--- src/rtl/rom_boot_pkg.sv ---
// Shared constants, state encoding and helpers for the boot-time ROM image loader.
package rom_boot_pkg;

    // Image span and the single gap between the PROM block and the sprite graphics
    localparam logic [16:0] IMG_START = 17'h08000;
    localparam logic [16:0] IMG_END   = 17'h17FFF;
    localparam logic [16:0] HOLE_LO   = 17'h0B61F;  // last byte before the gap
    localparam logic [16:0] HOLE_HI   = 17'h10000;  // first byte after the gap

    // Region bounds (inclusive) in image address space
    localparam logic [16:0] SUB_BASE   = 17'h08000, SUB_LIMIT   = 17'h09FFF;
    localparam logic [16:0] BG_BASE    = 17'h0A000, BG_LIMIT    = 17'h0AFFF;
    localparam logic [16:0] SCLUT_BASE = 17'h0B000, SCLUT_LIMIT = 17'h0B3FF;
    localparam logic [16:0] TCLUT_BASE = 17'h0B400, TCLUT_LIMIT = 17'h0B4FF;
    localparam logic [16:0] WAVE_BASE  = 17'h0B500, WAVE_LIMIT  = 17'h0B5FF;
    localparam logic [16:0] PAL_BASE   = 17'h0B600, PAL_LIMIT   = 17'h0B61F;
    localparam logic [16:0] SPRA_BASE  = 17'h10000, SPRA_LIMIT  = 17'h13FFF;
    localparam logic [16:0] SPRB_BASE  = 17'h14000, SPRB_LIMIT  = 17'h17FFF;

    // dl_we bit positions, one per target BRAM
    localparam int WE_SUB   = 0;
    localparam int WE_BG    = 1;
    localparam int WE_SCLUT = 2;
    localparam int WE_TCLUT = 3;
    localparam int WE_WAVE  = 4;
    localparam int WE_PAL   = 5;
    localparam int WE_SPRA  = 6;
    localparam int WE_SPRB  = 7;

    typedef enum logic [2:0] {
        ST_LOAD_ADDR,
        ST_LOAD_WAIT,
        ST_LOAD_WR,
        ST_NEXT,
        ST_DONE
    } state_t;

    function automatic logic in_range(input logic [16:0] a,
                                      input logic [16:0] lo,
                                      input logic [16:0] hi);
        return (a >= lo) && (a <= hi);
    endfunction

endpackage

--- src/rtl/rom_region_dec.sv ---
// Maps an image address to the one-hot BRAM write strobe and flags the final byte.
module rom_region_dec
    import rom_boot_pkg::*;
(
    input  logic [16:0] addr_i,
    output logic [7:0]  we_o,
    output logic        last_o
);

    // Regions never overlap, so at most one bit can be set
    always_comb begin
        // NOTE: every bit gets a default before the range tests so no latch is inferred.
        we_o           = '0;
        we_o[WE_SUB]   = in_range(addr_i, SUB_BASE,   SUB_LIMIT);
        we_o[WE_BG]    = in_range(addr_i, BG_BASE,    BG_LIMIT);
        we_o[WE_SCLUT] = in_range(addr_i, SCLUT_BASE, SCLUT_LIMIT);
        we_o[WE_TCLUT] = in_range(addr_i, TCLUT_BASE, TCLUT_LIMIT);
        we_o[WE_WAVE]  = in_range(addr_i, WAVE_BASE,  WAVE_LIMIT);
        we_o[WE_PAL]   = in_range(addr_i, PAL_BASE,   PAL_LIMIT);
        we_o[WE_SPRA]  = in_range(addr_i, SPRA_BASE,  SPRA_LIMIT);
        we_o[WE_SPRB]  = in_range(addr_i, SPRB_BASE,  SPRB_LIMIT);
    end

    assign last_o = (addr_i == IMG_END);

endmodule

--- src/rtl/rom_boot_loader.sv ---
// Boot sequencer: copies the external ROM image into the on-chip BRAMs one byte at a
// time, then hands the external address bus to the main CPU and releases the CPUs.
module rom_boot_loader
    import rom_boot_pkg::*;
#(
    parameter int WAIT_CYC = 2,  // ROM latency, address to valid data, 1..7
    parameter int BANK_W   = 2
) (
    input  logic                clk_6144,
    input  logic                reset,
    input  logic [BANK_W-1:0]   game_bank,
    input  logic                reload_req,
    input  logic [14:0]         cpu_ra,
    input  logic [7:0]          rom_d,
    output logic [BANK_W+16:0]  rom_a,
    output logic [16:0]         dl_addr,
    output logic [7:0]          dl_data,
    output logic [7:0]          dl_we,
    output logic                busy,
    output logic                done
);

    localparam logic [2:0] WAIT_LAST = 3'(WAIT_CYC - 1);

    state_t              state_q;
    logic [BANK_W-1:0]   bank_q;
    logic [BANK_W+16:0]  rom_a_q;
    logic [16:0]         dl_addr_q;
    logic [7:0]          dl_data_q;
    logic [7:0]          dl_we_q;
    logic [2:0]          wait_q;
    logic                busy_q;
    logic                done_q;

    logic [7:0]          region_we;
    logic                region_last;
    logic [16:0]         dl_addr_d;

    rom_region_dec u_dec (
        .addr_i (dl_addr_q),
        .we_o   (region_we),
        .last_o (region_last)
    );

    // Next image address: jump the gap between the PROM block and the sprite graphics
    always_comb begin
        dl_addr_d = (dl_addr_q == HOLE_LO) ? HOLE_HI : dl_addr_q + 17'd1;
    end

    // Load FSM with registered outputs; NEXT also issues the following ROM address so
    // every byte costs WAIT_CYC+2 cycles and LOAD_ADDR only runs at the start of a pass.
    always_ff @(posedge clk_6144 or posedge reset) begin
        if (reset) begin
            state_q   <= ST_LOAD_ADDR;
            bank_q    <= '0;
            rom_a_q   <= '0;
            dl_addr_q <= IMG_START;
            dl_data_q <= '0;
            dl_we_q   <= '0;
            wait_q    <= '0;
            busy_q    <= 1'b1;
            done_q    <= 1'b0;
        end else begin
            // NOTE: non-blocking throughout; the strobe defaults low and is raised only
            // on entry to LOAD_WR, which keeps it one cycle wide and never multi-hot.
            dl_we_q <= '0;
            unique case (state_q)
                ST_LOAD_ADDR: begin
                    bank_q  <= game_bank;
                    rom_a_q <= {game_bank, dl_addr_q};
                    wait_q  <= '0;
                    state_q <= ST_LOAD_WAIT;
                end
                ST_LOAD_WAIT: begin
                    if (wait_q == WAIT_LAST) begin
                        dl_data_q <= rom_d;
                        dl_we_q   <= region_we;
                        state_q   <= ST_LOAD_WR;
                    end else begin
                        wait_q <= wait_q + 3'd1;
                    end
                end
                ST_LOAD_WR: begin
                    state_q <= ST_NEXT;
                end
                ST_NEXT: begin
                    if (region_last) begin
                        dl_addr_q <= IMG_START;
                        rom_a_q   <= {bank_q, 2'b00, cpu_ra};
                        busy_q    <= 1'b0;
                        done_q    <= 1'b1;
                        state_q   <= ST_DONE;
                    end else begin
                        dl_addr_q <= dl_addr_d;
                        rom_a_q   <= {bank_q, dl_addr_d};
                        wait_q    <= '0;
                        state_q   <= ST_LOAD_WAIT;
                    end
                end
                ST_DONE: begin
                    rom_a_q <= {bank_q, 2'b00, cpu_ra};
                    if (reload_req) begin
                        busy_q  <= 1'b1;
                        done_q  <= 1'b0;
                        state_q <= ST_LOAD_ADDR;
                    end
                end
                default: begin
                    state_q <= ST_LOAD_ADDR;
                end
            endcase
        end
    end

    assign rom_a   = rom_a_q;
    assign dl_addr = dl_addr_q;
    assign dl_data = dl_data_q;
    assign dl_we   = dl_we_q;
    assign busy    = busy_q;
    assign done    = done_q;

endmodule

--- config.mk ---
export PLATFORM = sky130hd
export DESIGN_NAME = rom_boot_loader
export DESIGN_NICKNAME = d
export VERILOG_FILES = /design/src/rtl/rom_boot_pkg.sv /design/src/rtl/rom_region_dec.sv /design/src/rtl/rom_boot_loader.sv
export SDC_FILE = /design/constraint.sdc
export NUM_CORES = 1
export LEC_CHECK = 0
export BUFFER_PORTS_ARGS = -buffer_cell sky130_fd_sc_hd__buf_2
export CAP_MARGIN = 15
export CORE_MARGIN = 3
export CORE_UTILIZATION = 50
export DETAILED_ROUTE_END_ITERATION = 10
export PLACE_DENSITY = 0.8
export SETUP_SLACK_MARGIN = 0.02
export SLEW_MARGIN = 20
export SYNTH_ARGS = -nofsm -noshare
export SYNTH_HDL_FRONTEND = slang
export SYNTH_HIERARCHICAL = 1
export SYNTH_SLANG_ARGS = --single-unit
--- constraint.sdc ---
create_clock -name clk_6144 -period 7.3 [get_ports clk_6144]
set_clock_uncertainty 0.15 [all_clocks]
set_input_delay 1.46 -clock clk_6144 [delete_from_list [all_inputs] [get_ports clk_6144]]
set_output_delay 1.46 -clock clk_6144 [all_outputs]
set_load 0.02 [all_outputs]
==> results by group, run 1 <==
GRT
  • Number of antenna violations at the first check in global routing: 0
  • Pin count of the biggest net entering global routing: 63
  • Number of global-route vias before repair: about 2700
  • Global-route wire length before repair: around 13 mm
  • Global routing usage summed across all routing layers: between 20% and 30%
  • Overflow left after global routing: 0

Cells and area
  • Growth of design area from synthesis to finish: 18.11%
  • Most common library cell in the layout ignoring fill and taps: sky130_fd_sc_hd__buf_2
  • Ant diodes: 0
  • Layout filler cell count: 531
  • Storage cell area: 1554 µm²
  • Layout Nets: 438
  • Commonest non-fill, non-tap cells in the layout: sky130_fd_sc_hd__buf_2, sky130_fd_sc_hd__dfrtp_1, sky130_fd_sc_hd__nor2_1, sky130_fd_sc_hd__nand2_1, sky130_fd_sc_hd__a21oi_1
  • Area occupied by multi-input gates: 1514 µm²
  • Share of cells above drive strength 1: 30.58%

Routing
  • First-pass detailed-route iteration total: 6
  • Final routed wirelength across all metal layers: about 8 mm
  • Via count: 2889
  • Wire length per cell: around 17 µm
  • Via density per instance: between 5 and 6
  • Detailed router's first-iteration violation count: approximately 170
  • Post-route antenna net violation count: 0
  • DRC viols: 0

Logic synthesis
  • Post-synth EDFFs: 0
  • Netlist Area Pre-Place: 3226 µm²
  • Register area share after synthesis: 48.18%
  • Flops & latches, synth: 62
  • Leading register cell type out of synthesis: sky130_fd_sc_hd__dfrtp_1
  • Post-synthesis cell count: 334
  • Count of different cell masters after synthesis: 51
  • Synthesized netlist net count: approximately 370
  • Average footprint of a synthesized cell: 9.657 µm²
  • Number of synthesis warnings: 6
  • Async set-or-reset flop fraction in the synthesized netlist: between 90% and 100%

CTS
  • TritonCTS clock tree: built
  • Clock edge transition at the registers on the reported setup and hold paths: 70 ps
  • Clock root cell: sky130_fd_sc_hd__clkbuf_8
  • Buffer count from post-CTS setup fixing: 0
  • CTS resizes: 0
  • Clock H-tree levels: 3
  • Insertion delay to the later sink of the worst-skew pair: ~340 ps
  • Hold_buf cts: 0
  • Sinks on the clock net: 62
  • Clock Tree Buf Depth: 2
  • Clock buffers created by TritonCTS: 9

Placed design
  • I/O Buffers: 81
  • Final HPWL from detailed placement: 5.535 mm
  • Worst Setup Slack post-DPL: around 4300 ps
  • Final weighted congestion of routability-driven global placement: roughly 0.87

Critical path
  • CP Depth: 8
  • Capturing element type of the critical path: register
  • Largest stage delay, worst path: 830 ps
  • Largest fanout of any net on the critical path: 26
  • Crit. Startpoint: dl_addr[15]
  • Ordered cell list for the critical path: and3b_2 > nand2_1 > nor4_1 > buf_4 > nor2_1 > and2_1 > or2b_1 > a31oi_1
  • Reg-to-reg startpoint: dl_addr[15]
  • Data arrival at the endpoint of the critical path: 3080 ps
  • Cell depth of the worst flop-to-flop path: 8
  • Library cell contributing the largest single delay on the critical path: sky130_fd_sc_hd__and2_1
  • CP startpoint kind: register
  • Number of buffer and inverter stages on the critical path: 1
  • Worst reg2reg path endpoint: dl_addr[10]
  • Critical Setup Path Class: reg -> reg
  • Data required time of the worst path: 7400 ps
  • R2r setup slk: 4320 ps
  • Worst Setup EP: dl_addr[10]
  • Family with the most delay on the worst path: simple AND/OR/NAND/NOR gates

STA
  • Max-slew violations: 0
  • Maximum clock rate: about 0.34 GHz
  • Worst slew margin relative to its limit: 36.84%
  • Setup repair after global routing missed its margin: false
  • Share of the clock period used by the worst path: 40.85%
  • Final min period: around 3000 ps
  • Final Worst Setup Slack: approximately 4300 ps
  • Least-Margin Pin Slew: between 900 and 1000 ps
  • Total Negative Setup Slacks: 0 ps
  • Setup Viol. Count Final: 0
  • Final hold violation count: 0

Power and ir drop
  • Sequential fraction of design power: 36.3%
  • Worst ir drop on vdd: 0.0002419 V
  • Net Switching: 658.6 µW
  • Gate power share: 46.2%
  • Switching share of power: a little over two fifths
  • Clock Power Share: 17.5%
  • Cell leakage power: 1.822 nW
  • Power density of the placed cells: ~400 nW/µm²
  • Internal power: ~860 µW

Status
  • Result of the run: complete, no violations

Die
  • Number of ports placed on the die boundary: between 80 and 90
  • Die outline width: 86.32 µm
  • Vertical die dimension: around 86 µm
  • Core region area: 6096 µm²
  • Die ar.: 7451 µm²
  • Starting density of the core: 52.91%
  • Row count: 28

Run
  • Max-cap violations: 0

Hold path
  • Worst min path class: reg -> reg
## sequential cells by signal (all words and copies together) (netlist names)
name and flops:
wait_q 3, state_q 3, dl_addr 17, dl_data 8, bank_q 2, done 1, rom_a 19, busy 1
dl_we 8
## per-layer routing
| metal | GRT usage, % | share of wire (%) | vias to the layer above |
|---|---|---|---|
| met3 | 3.992 | 7.5 | 20 |
| met5 | 0 | 0 | - |
| met4 | 10.76 | 2.3 | 0 |
| li1 | - | - | 1359 |
| met2 | 34.42 | 45 | 133 |
| met1 | 32.18 | 45 | 1377 |
## worst min-delay path by stage
stage                from         end  slack, ps  depth (start not counted)
6_report       dl_data[6]  dl_data[6]        350                          1
5_1_grt        dl_data[5]  dl_data[5]        360                          1
4_1_cts        dl_data[3]  dl_data[3]        360                          1
3_5_place_dp   dl_data[3]  dl_data[3]        340                          1
3_3_place_gp   dl_data[7]  dl_data[7]        330                          1
2_1_floorplan   wait_q[2]   wait_q[2]        320                          1
## synth_stat cells, drive strengths merged (8+ instances only)
| cell | instances | area, µm² |
|---|---|---|
| a21oi | 18 | 90.09 |
| nand2 | 31 | 116.4 |
| o21ai | 18 | 90.09 |
| a221oi | 12 | 136.4 |
| mux2 | 10 | 112.6 |
| a31oi | 12 | 75.07 |
| clkbuf | 18 | 67.56 |
| and2 | 10 | 62.56 |
| nand4 | 8 | 50.05 |
| xnor2 | 10 | 87.58 |
| dfrtp | 60 | 1501 |
| nor2 | 33 | 123.9 |
| o22ai | 15 | 93.84 |
| inv | 12 | 45.04 |
## area by class of cell
class	count	area share [%]
Sequential cell	62	40.79
Clock buffer	12	3.810
Tap cell	75	2.463
Multi-Input combinational cell	237	39.74
Timing Repair Buffer	85	11.43
Clock inverter	4	0.5911
Inverter	12	1.182
## cell families (layout without fill, tap and decap cells)
logic type,count (synthesis),count (layout),share of synthesized area [%]
AOI/OAI and AO/OA,86,86,18.04
buffers and inverters,35,113,4.965
muxes,13,13,4.422
xor gates and xnor gates,13,13,3.530
adders and majority gates,3,3,1.164
DFF,62,62,48.18
and+or+nand+nor,122,122,19.71
## power by group through the flow
stage	clock (mW)	combinational, mW	sequential, mW
2_1_floorplan	0	0.414	0.638
3_3_place_gp	0	0.679	0.547
3_5_place_dp	0	0.698	0.555
4_1_cts	0.269	0.701	0.550
5_1_grt	0.284	0.766	0.569
6_report	0.264	0.700	0.550
## stage by stage
stage	std cells	power, mW	util (%)	hold slack (ps)	cell area (µm²)
6_report	487	1.514	62.50	351.3	3810
5_1_grt	487	1.620	62.50	360.9	3810
4_1_cts	487	1.519	62.46	356.0	3807
3_5_place_dp	471	1.253	59.71	340.1	3640
3_3_place_gp	471	1.226	59.71	332.7	3640
2_1_floorplan	334	1.052	-	319.7	3226
Power figures use the tool's default switching activity.
==> inputs of run 2 (changes only) <==
Settings changed: CORE_UTILIZATION 50 to 48.
Clock period 7.3 ns to 2.6 ns, I/O delays scaled along.
==> results by group, run 2 (synthesis gave the netlist of run 1 again) <==
Power and ir drop
  • Gate power share: 47.7% (+1.5 points)
  • Clock Power Share: 18.3% (+0.8 points)
  • Power density of the placed cells: 1087 nW/µm² (+170%)
  • Sequential fraction of design power: 34.0% (-2.3 points)
  • Worst ir drop on vdd: 0.0006607 V (+170%)
  • Switching share of power: 41.59% (-1.9 points)
  • Internal power: 2.569 mW (+200%)
  • Cell leakage power: 1.959 nW (+7.5%)
  • Net Switching: 1.829 mW (+180%)

Routing
  • Detailed router's first-iteration violation count: 215 (+27%)
  • First-pass detailed-route iteration total: 4 (-2)
  • DRC viols: 0 (unchanged)
  • Via count: 2966 (+2.7%)
  • Via density per instance: 5.770 (-2.7%)
  • Post-route antenna net violation count: 0 (unchanged)
  • Final routed wirelength across all metal layers: 8.275 mm (+0.63%)
  • Wire length per cell: 16.10 µm (-4.7%)

STA
  • Least-Margin Pin Slew: 709.5 ps (-237.9 ps)
  • Final hold violation count: 0 (unchanged)
  • Worst slew margin relative to its limit: 52.63% (+16 points)
  • Final Worst Setup Slack: 127.6 ps (-4190 ps)
  • Share of the clock period used by the worst path: 95.09% (+54 points)
  • Setup repair after global routing missed its margin: false
  • Worst hold slack: 146.5 ps (-204.8 ps)
  • Max-slew violations: 0 (unchanged)
  • Final min period: 2472 ps (-509.7 ps)
  • Total Negative Setup Slacks: 0 ps (unchanged)
  • Maximum clock rate: 0.4045 GHz (+21%)
  • Setup Viol. Count Final: 0 (unchanged)

CTS
  • Clock H-tree levels: 3 (unchanged)
  • TritonCTS clock tree: built
  • Clock buffers created by TritonCTS: 9 (unchanged)
  • Clock Tree Buf Depth: 2 (unchanged)
  • Clock edge transition at the registers on the reported setup and hold paths: 70 ps (about the same)
  • Insertion delay to the later sink of the worst-skew pair: 340 ps (about the same)
  • Sinks on the clock net: 62 (unchanged)
  • Clock root cell: sky130_fd_sc_hd__clkbuf_8

GRT
  • Number of antenna violations at the first check in global routing: 0 (unchanged)
  • Overflow left after global routing: 0 (unchanged)
  • Global-route wire length before repair: 13.34 mm (-0.62%)
  • Pin count of the biggest net entering global routing: 31 (-51%)
  • Number of global-route vias before repair: 2731 (+0.26%)
  • Global routing usage summed across all routing layers: 22.49% (-0.38 points)

Placed design
  • I/O Buffers: 81 (unchanged)
  • Post-Place Cell Area: 3847 µm² (+5.7%)
  • Worst Setup Slack post-DPL: 122.0 ps (-4227 ps)
  • Final HPWL from detailed placement: 6.000 mm (+8.4%)
  • Final weighted congestion of routability-driven global placement: 0.9180 (+5.0%)

Critical path
  • R2r setup slk: 130 ps (-4190 ps)
  • Largest stage delay, worst path: 560 ps (-270 ps)
  • Data arrival at the endpoint of the critical path: 2530 ps (-550 ps)
  • Number of buffer and inverter stages on the critical path: 0 (-1)
  • Critical Setup Path Class: reg -> reg
  • Largest fanout of any net on the critical path: 26 (unchanged)
  • Data required time of the worst path: 2650 ps (-4750 ps)
  • Ordered cell list for the critical path: or4b_1 > or4_4 > and2_4 > a41oi_1 > a31oi_1
  • Library cell contributing the largest single delay on the critical path: sky130_fd_sc_hd__or4_4
  • Reg-to-reg startpoint: dl_addr[15]
  • Cell depth of the worst flop-to-flop path: 5 (-3)
  • Worst reg2reg path endpoint: dl_addr[6]
  • Family with the most delay on the worst path: simple AND/OR/NAND/NOR gates
  • CP startpoint kind: register
  • Capturing element type of the critical path: register

Cells and area
  • Share of cells above drive strength 1: 35.70% (+5.1 points)
  • Growth of design area from synthesis to finish: 25.45%
  • Storage cell area: 1558 µm² (+0.24%)
  • Most common library cell in the layout ignoring fill and taps: sky130_fd_sc_hd__buf_2
  • Commonest non-fill, non-tap cells in the layout: sky130_fd_sc_hd__buf_2, sky130_fd_sc_hd__dfrtp_1, sky130_fd_sc_hd__nor2_1, sky130_fd_sc_hd__nand2_1, sky130_fd_sc_hd__buf_4
  • Ant diodes: 0 (unchanged)
  • Post-route cell area: 4046 µm² (+6.2%)
  • Area occupied by multi-input gates: 1529 µm² (+0.99%)
  • Layout filler cell count: 561 (+5.6%)
  • Flip-flop count of the largest register after layout: 19 (unchanged)
  • Layout Nets: 463 (+5.7%)

Run
  • Max-cap violations: 0 (unchanged)

Hold path
  • Worst min path class: in -> async

Die
  • Die outline width: 87.98 µm (+1.9%)
  • Vertical die dimension: 87.98 µm (+1.9%)
  • Row count: 29 (+3.6%)
  • Starting density of the core: 50.22% (-2.7 points)
  • Core region area: 6422 µm² (+5.4%)
  • Number of ports placed on the die boundary: 82 (unchanged)
  • Die ar.: 7740 µm² (+3.9%)

Status
  • Result of the run: complete, no violations
run 2: how the worst max path moves through the flow:
stage,start,end,slack (ps),cells past startpoint
4_1_cts,dl_addr[14],rom_a[7],100,9
6_report,dl_addr[15],dl_addr[6],130,5
5_1_grt,dl_addr[14],rom_a[7],50,9
3_3_place_gp,dl_addr[14],rom_a[7],170,9
2_1_floorplan,dl_addr[5],rom_a[3],10,8
3_5_place_dp,dl_addr[15],rom_a[8],120,5
run 2: through the flow:
step	instances	power (mW)	util, %
after global routing	514	4.717	63.00
after floorplan	334	2.962	-
after detailed placement	498	3.608	59.91
after global placement	498	3.545	59.91
final	514	4.399	63.00
after CTS	514	4.416	62.75
run 2: area by class of cell:
class | count | area share, %
clock buffers | 12 | 3.340
clock inverters | 4 | 1.175
inverters | 12 | 1.113
multi-input cells | 237 | 37.79
flip-flops and latches | 62 | 38.50
well taps | 77 | 2.381
repair buffers | 110 | 15.71
run 2: power by group through the flow:
| stage | combinational, mW | clock (mW) | sequential, mW |
|---|---|---|---|
| finish | 2.10 | 0.803 | 1.50 |
| global route | 2.32 | 0.856 | 1.54 |
| CTS | 2.10 | 0.820 | 1.49 |
| detailed placement | 2.10 | 0 | 1.50 |
| global placement | 2.06 | 0 | 1.49 |
| floorplan | 1.17 | 0 | 1.79 |
run 2: per-layer routing:
layer | vias up | part of all wire [%] | global-route usage [%]
met5 | - | 0 | 0
met4 | 0 | 2.0 | 8.787
met3 | 15 | 7.3 | 6.021
met2 | 126 | 45 | 33.70
met1 | 1425 | 45 | 31.15
li1 | 1400 | - | -
run 2: what timing repair did:
action	4_1_cts	5_1_grt
resized for setup	0	4
hold buffers	0	0
endpoints found under the setup margin	0	11
buffers inserted	0	0
==> inputs of run 3 (changes only) <==
Settings changed: ABC_AREA set to 1, CORE_UTILIZATION 48 to 49, CTS_CLUSTER_SIZE set to 25, PLACE_DENSITY 0.8 to 0.81.
==> results by group, run 3 <==
Critical path
  • Number of buffer and inverter stages on the critical path: 1 (+1)
  • Cell depth of the worst flop-to-flop path: 11 (+6)
  • CP dominant cell by count: sky130_fd_sc_hd__nand2_1
  • R2r setup slk: 500 ps (+370 ps)
  • Largest stage delay, worst path: 550 ps (about the same)
  • Data required time of the worst path: 2740 ps (+90 ps)
  • Ordered cell list for the critical path: nand2_1 > nor3_1 > nand3_1 > nor3_1 > buf_4 > nand2_4 > nand2_4 > a21oi_1 > o21ai_2 > nand2_1 > nand2_1
  • CP startpoint kind: register
  • Library cell contributing the largest single delay on the critical path: sky130_fd_sc_hd__dfrtp_1
  • Largest fanout of any net on the critical path: 16 (-38%)
  • Critical Setup Path Class: reg -> reg
  • Family with the most delay on the worst path: simple AND/OR/NAND/NOR gates
  • Capturing element type of the critical path: register
  • Reg-to-reg startpoint: dl_addr[10]
  • Worst reg2reg path endpoint: rom_a[12]
  • Data arrival at the endpoint of the critical path: 2250 ps (-280 ps)

Run
  • Max-cap violations: 0 (unchanged)

Status
  • Result of the run: complete, no violations

GRT
  • Number of global-route vias before repair: 3480 (+27%)
  • Global routing usage summed across all routing layers: 24.02% (+1.5 points)
  • Number of antenna violations at the first check in global routing: 0 (unchanged)
  • Pin count of the biggest net entering global routing: 41 (+32%)
  • Overflow left after global routing: 0 (unchanged)
  • Global-route wire length before repair: 16.08 mm (+20%)

Logic synthesis
  • Synthesized netlist net count: 504 (+38%)
  • Average footprint of a synthesized cell: 7.499 µm² (-22%)
  • Leading post-synthesis cells by cell area: sky130_fd_sc_hd__dfrtp_1, sky130_fd_sc_hd__nand2_1, sky130_fd_sc_hd__inv_1
  • Cell accounting for the most synthesized area: sky130_fd_sc_hd__dfrtp_1
  • Number of synthesis warnings: 6 (unchanged)
  • Post-synthesis cell count: 473 (+42%)
  • Register area share after synthesis: 43.81% (-4.4 points)
  • Portion of synthesized cell area occupied by the leading cell type: 42.33% (-4.2 points)
  • Flops & latches, synth: 62 (unchanged)
  • Netlist Area Pre-Place: 3547 µm² (+10%)
  • Async set-or-reset flop fraction in the synthesized netlist: 100.0% (unchanged)
  • Cell with the most instances after synthesis: sky130_fd_sc_hd__nand2_1
  • Count of different cell masters after synthesis: 39 (-24%)
  • Post-synth EDFFs: 0 (unchanged)
  • Leading cell types by count after synthesis: sky130_fd_sc_hd__nand2_1, sky130_fd_sc_hd__dfrtp_1, sky130_fd_sc_hd__inv_1
  • Leading register cell type out of synthesis: sky130_fd_sc_hd__dfrtp_1

STA
  • Final min period: 2103 ps (-369.7 ps)
  • Max-slew violations: 0 (unchanged)
  • Total Negative Setup Slacks: 0 ps (unchanged)
  • Setup repair after global routing missed its margin: false
  • Least-Margin Pin Slew: 520.9 ps (-188.5 ps)
  • Maximum clock rate: 0.4756 GHz (+18%)
  • Final hold violation count: 0 (unchanged)
  • Share of the clock period used by the worst path: 80.87% (-14 points)
  • Worst hold slack: 39.56 ps (-106.9 ps)
  • Setup Viol. Count Final: 0 (unchanged)
  • Worst slew margin relative to its limit: 65.22% (+13 points)

Routing
  • Via density per instance: 5.283 (-8.5%)
  • First-pass detailed-route iteration total: 5 (+1)
  • Final routed wirelength across all metal layers: 9.643 mm (+17%)
  • Detailed router's first-iteration violation count: 166 (-23%)
  • Wire length per cell: 14.50 µm (-9.9%)
  • Via count: 3513 (+18%)
  • DRC viols: 0 (unchanged)
  • Post-route antenna net violation count: 0 (unchanged)

CTS
  • CTS resizes: 0 (unchanged)
  • TritonCTS clock tree: built
  • Sinks on the clock net: 62 (unchanged)
  • Clock root cell: sky130_fd_sc_hd__clkbuf_8
  • Clock edge transition at the registers on the reported setup and hold paths: 80 ps (about the same)
  • Clock Tree Buf Depth: 2 (unchanged)
  • Hold_buf cts: 0 (unchanged)
  • Clock buffers created by TritonCTS: 9 (unchanged)
  • Buffer count from post-CTS setup fixing: 0 (unchanged)
  • Clock H-tree levels: 3 (unchanged)
  • Insertion delay to the later sink of the worst-skew pair: 360 ps (+20 ps)

Power and ir drop
  • Cell leakage power: 2.334 nW (+19%)
  • Post-layout total power: 4.243 mW (-3.5%)
  • Power density of the placed cells: 988.7 nW/µm² (-9.0%)
  • Worst ir drop on vdd: 0.0004924 V (-25%)

Cells and area
  • Commonest non-fill, non-tap cells in the layout: sky130_fd_sc_hd__nand2_1, sky130_fd_sc_hd__buf_2, sky130_fd_sc_hd__dfrtp_1, sky130_fd_sc_hd__inv_1, sky130_fd_sc_hd__nor2_1
  • Layout Nets: 595 (+29%)
  • Ant diodes: 0 (unchanged)
  • Non-filler cells in the finished layout: 665 (+29%)
  • Storage cell area: 1554 µm² (-0.24%)
  • Layout filler cell count: 664 (+18%)
  • Growth of design area from synthesis to finish: 20.99%
  • Share of cells above drive strength 1: 25.48% (-10 points)
  • Most common library cell in the layout ignoring fill and taps: sky130_fd_sc_hd__nand2_1
  • Flip-flop count of the largest register after layout: 19 (unchanged)
  • Area occupied by multi-input gates: 1662 µm² (+8.7%)
  • Core occupancy in the finished layout: 62.14% (-0.87 points)

Die
  • Die outline width: 91.08 µm (+3.5%)
  • Core region area: 6907 µm² (+7.5%)
  • Die ar.: 8296 µm² (+7.2%)
  • Number of ports placed on the die boundary: 82 (unchanged)
  • Vertical die dimension: 91.08 µm (+3.5%)
  • Starting density of the core: 51.36% (+1.1 points)
  • Row count: 30 (+3.4%)

Placed design
  • Placed cells: 649 (+30%)
  • Final weighted congestion of routability-driven global placement: 0.9035 (-1.6%)
  • Final HPWL from detailed placement: 7.066 mm (+18%)
  • I/O Buffers: 81 (unchanged)

Hold path
  • Worst min path class: in -> async
## run 3: how the worst max path moves through the flow
stage | start | end | slack, ps | cells past startpoint
finish | dl_addr[10] | rom_a[12] | 500 | 11
global route | dl_addr[6] | rom_a[14] | 340 | 11
CTS | dl_addr[10] | rom_a[12] | 500 | 11
detailed placement | dl_addr[10] | rom_a[12] | 520 | 11
global placement | dl_addr[10] | rom_a[9] | 550 | 11
floorplan | dl_addr[11] | done | 380 | 10
## run 3: power by group
| group | internal, mW | switching, mW | total, mW |
|---|---|---|---|
| clock network | 0.473 | 0.419 | 0.891 |
| logic | 0.645 | 1.25 | 1.90 |
| registers | 1.24 | 0.213 | 1.46 |
| total | 2.36 | 1.88 | 4.24 |
## run 3: cell type report
type                    instances  area share (%)
flip-flops and latches         62           36.21
inverters                      68           6.122
well taps                      96           2.799
clock buffers                  10           3.207
multi-input cells             333           38.72
clock inverters                 6           1.633
repair buffers                 90           11.31
## run 3: metal layers
metal,GRT usage (%),up-vias,part of all wire (%)
li1,-,1705,-
met1,29.81,1659,42
met2,40.34,128,50
met3,4.308,21,5.9
met4,11.56,0,2.2
met5,0,-,0
## run 3: cell families after synthesis
kind of cell,after synthesis,synth area share [%]
adder cells (fa/ha/maj),3,1.058
multiplexers,10,3.175
flip-flops,62,43.81
AO/OA/AOI/OAI,62,9.594
buffers and inverters,78,9.347
AND/OR/NAND/NOR,254,32.03
XOR/XNOR,4,0.9878
## run 3: through the flow
step	worst slack, ps	instance area, µm²
after CTS	497.2	4292
final	497.3	4292
after global routing	335.2	4292
after floorplan	383.2	3547
after global placement	549.2	4084
after detailed placement	524.2	4084
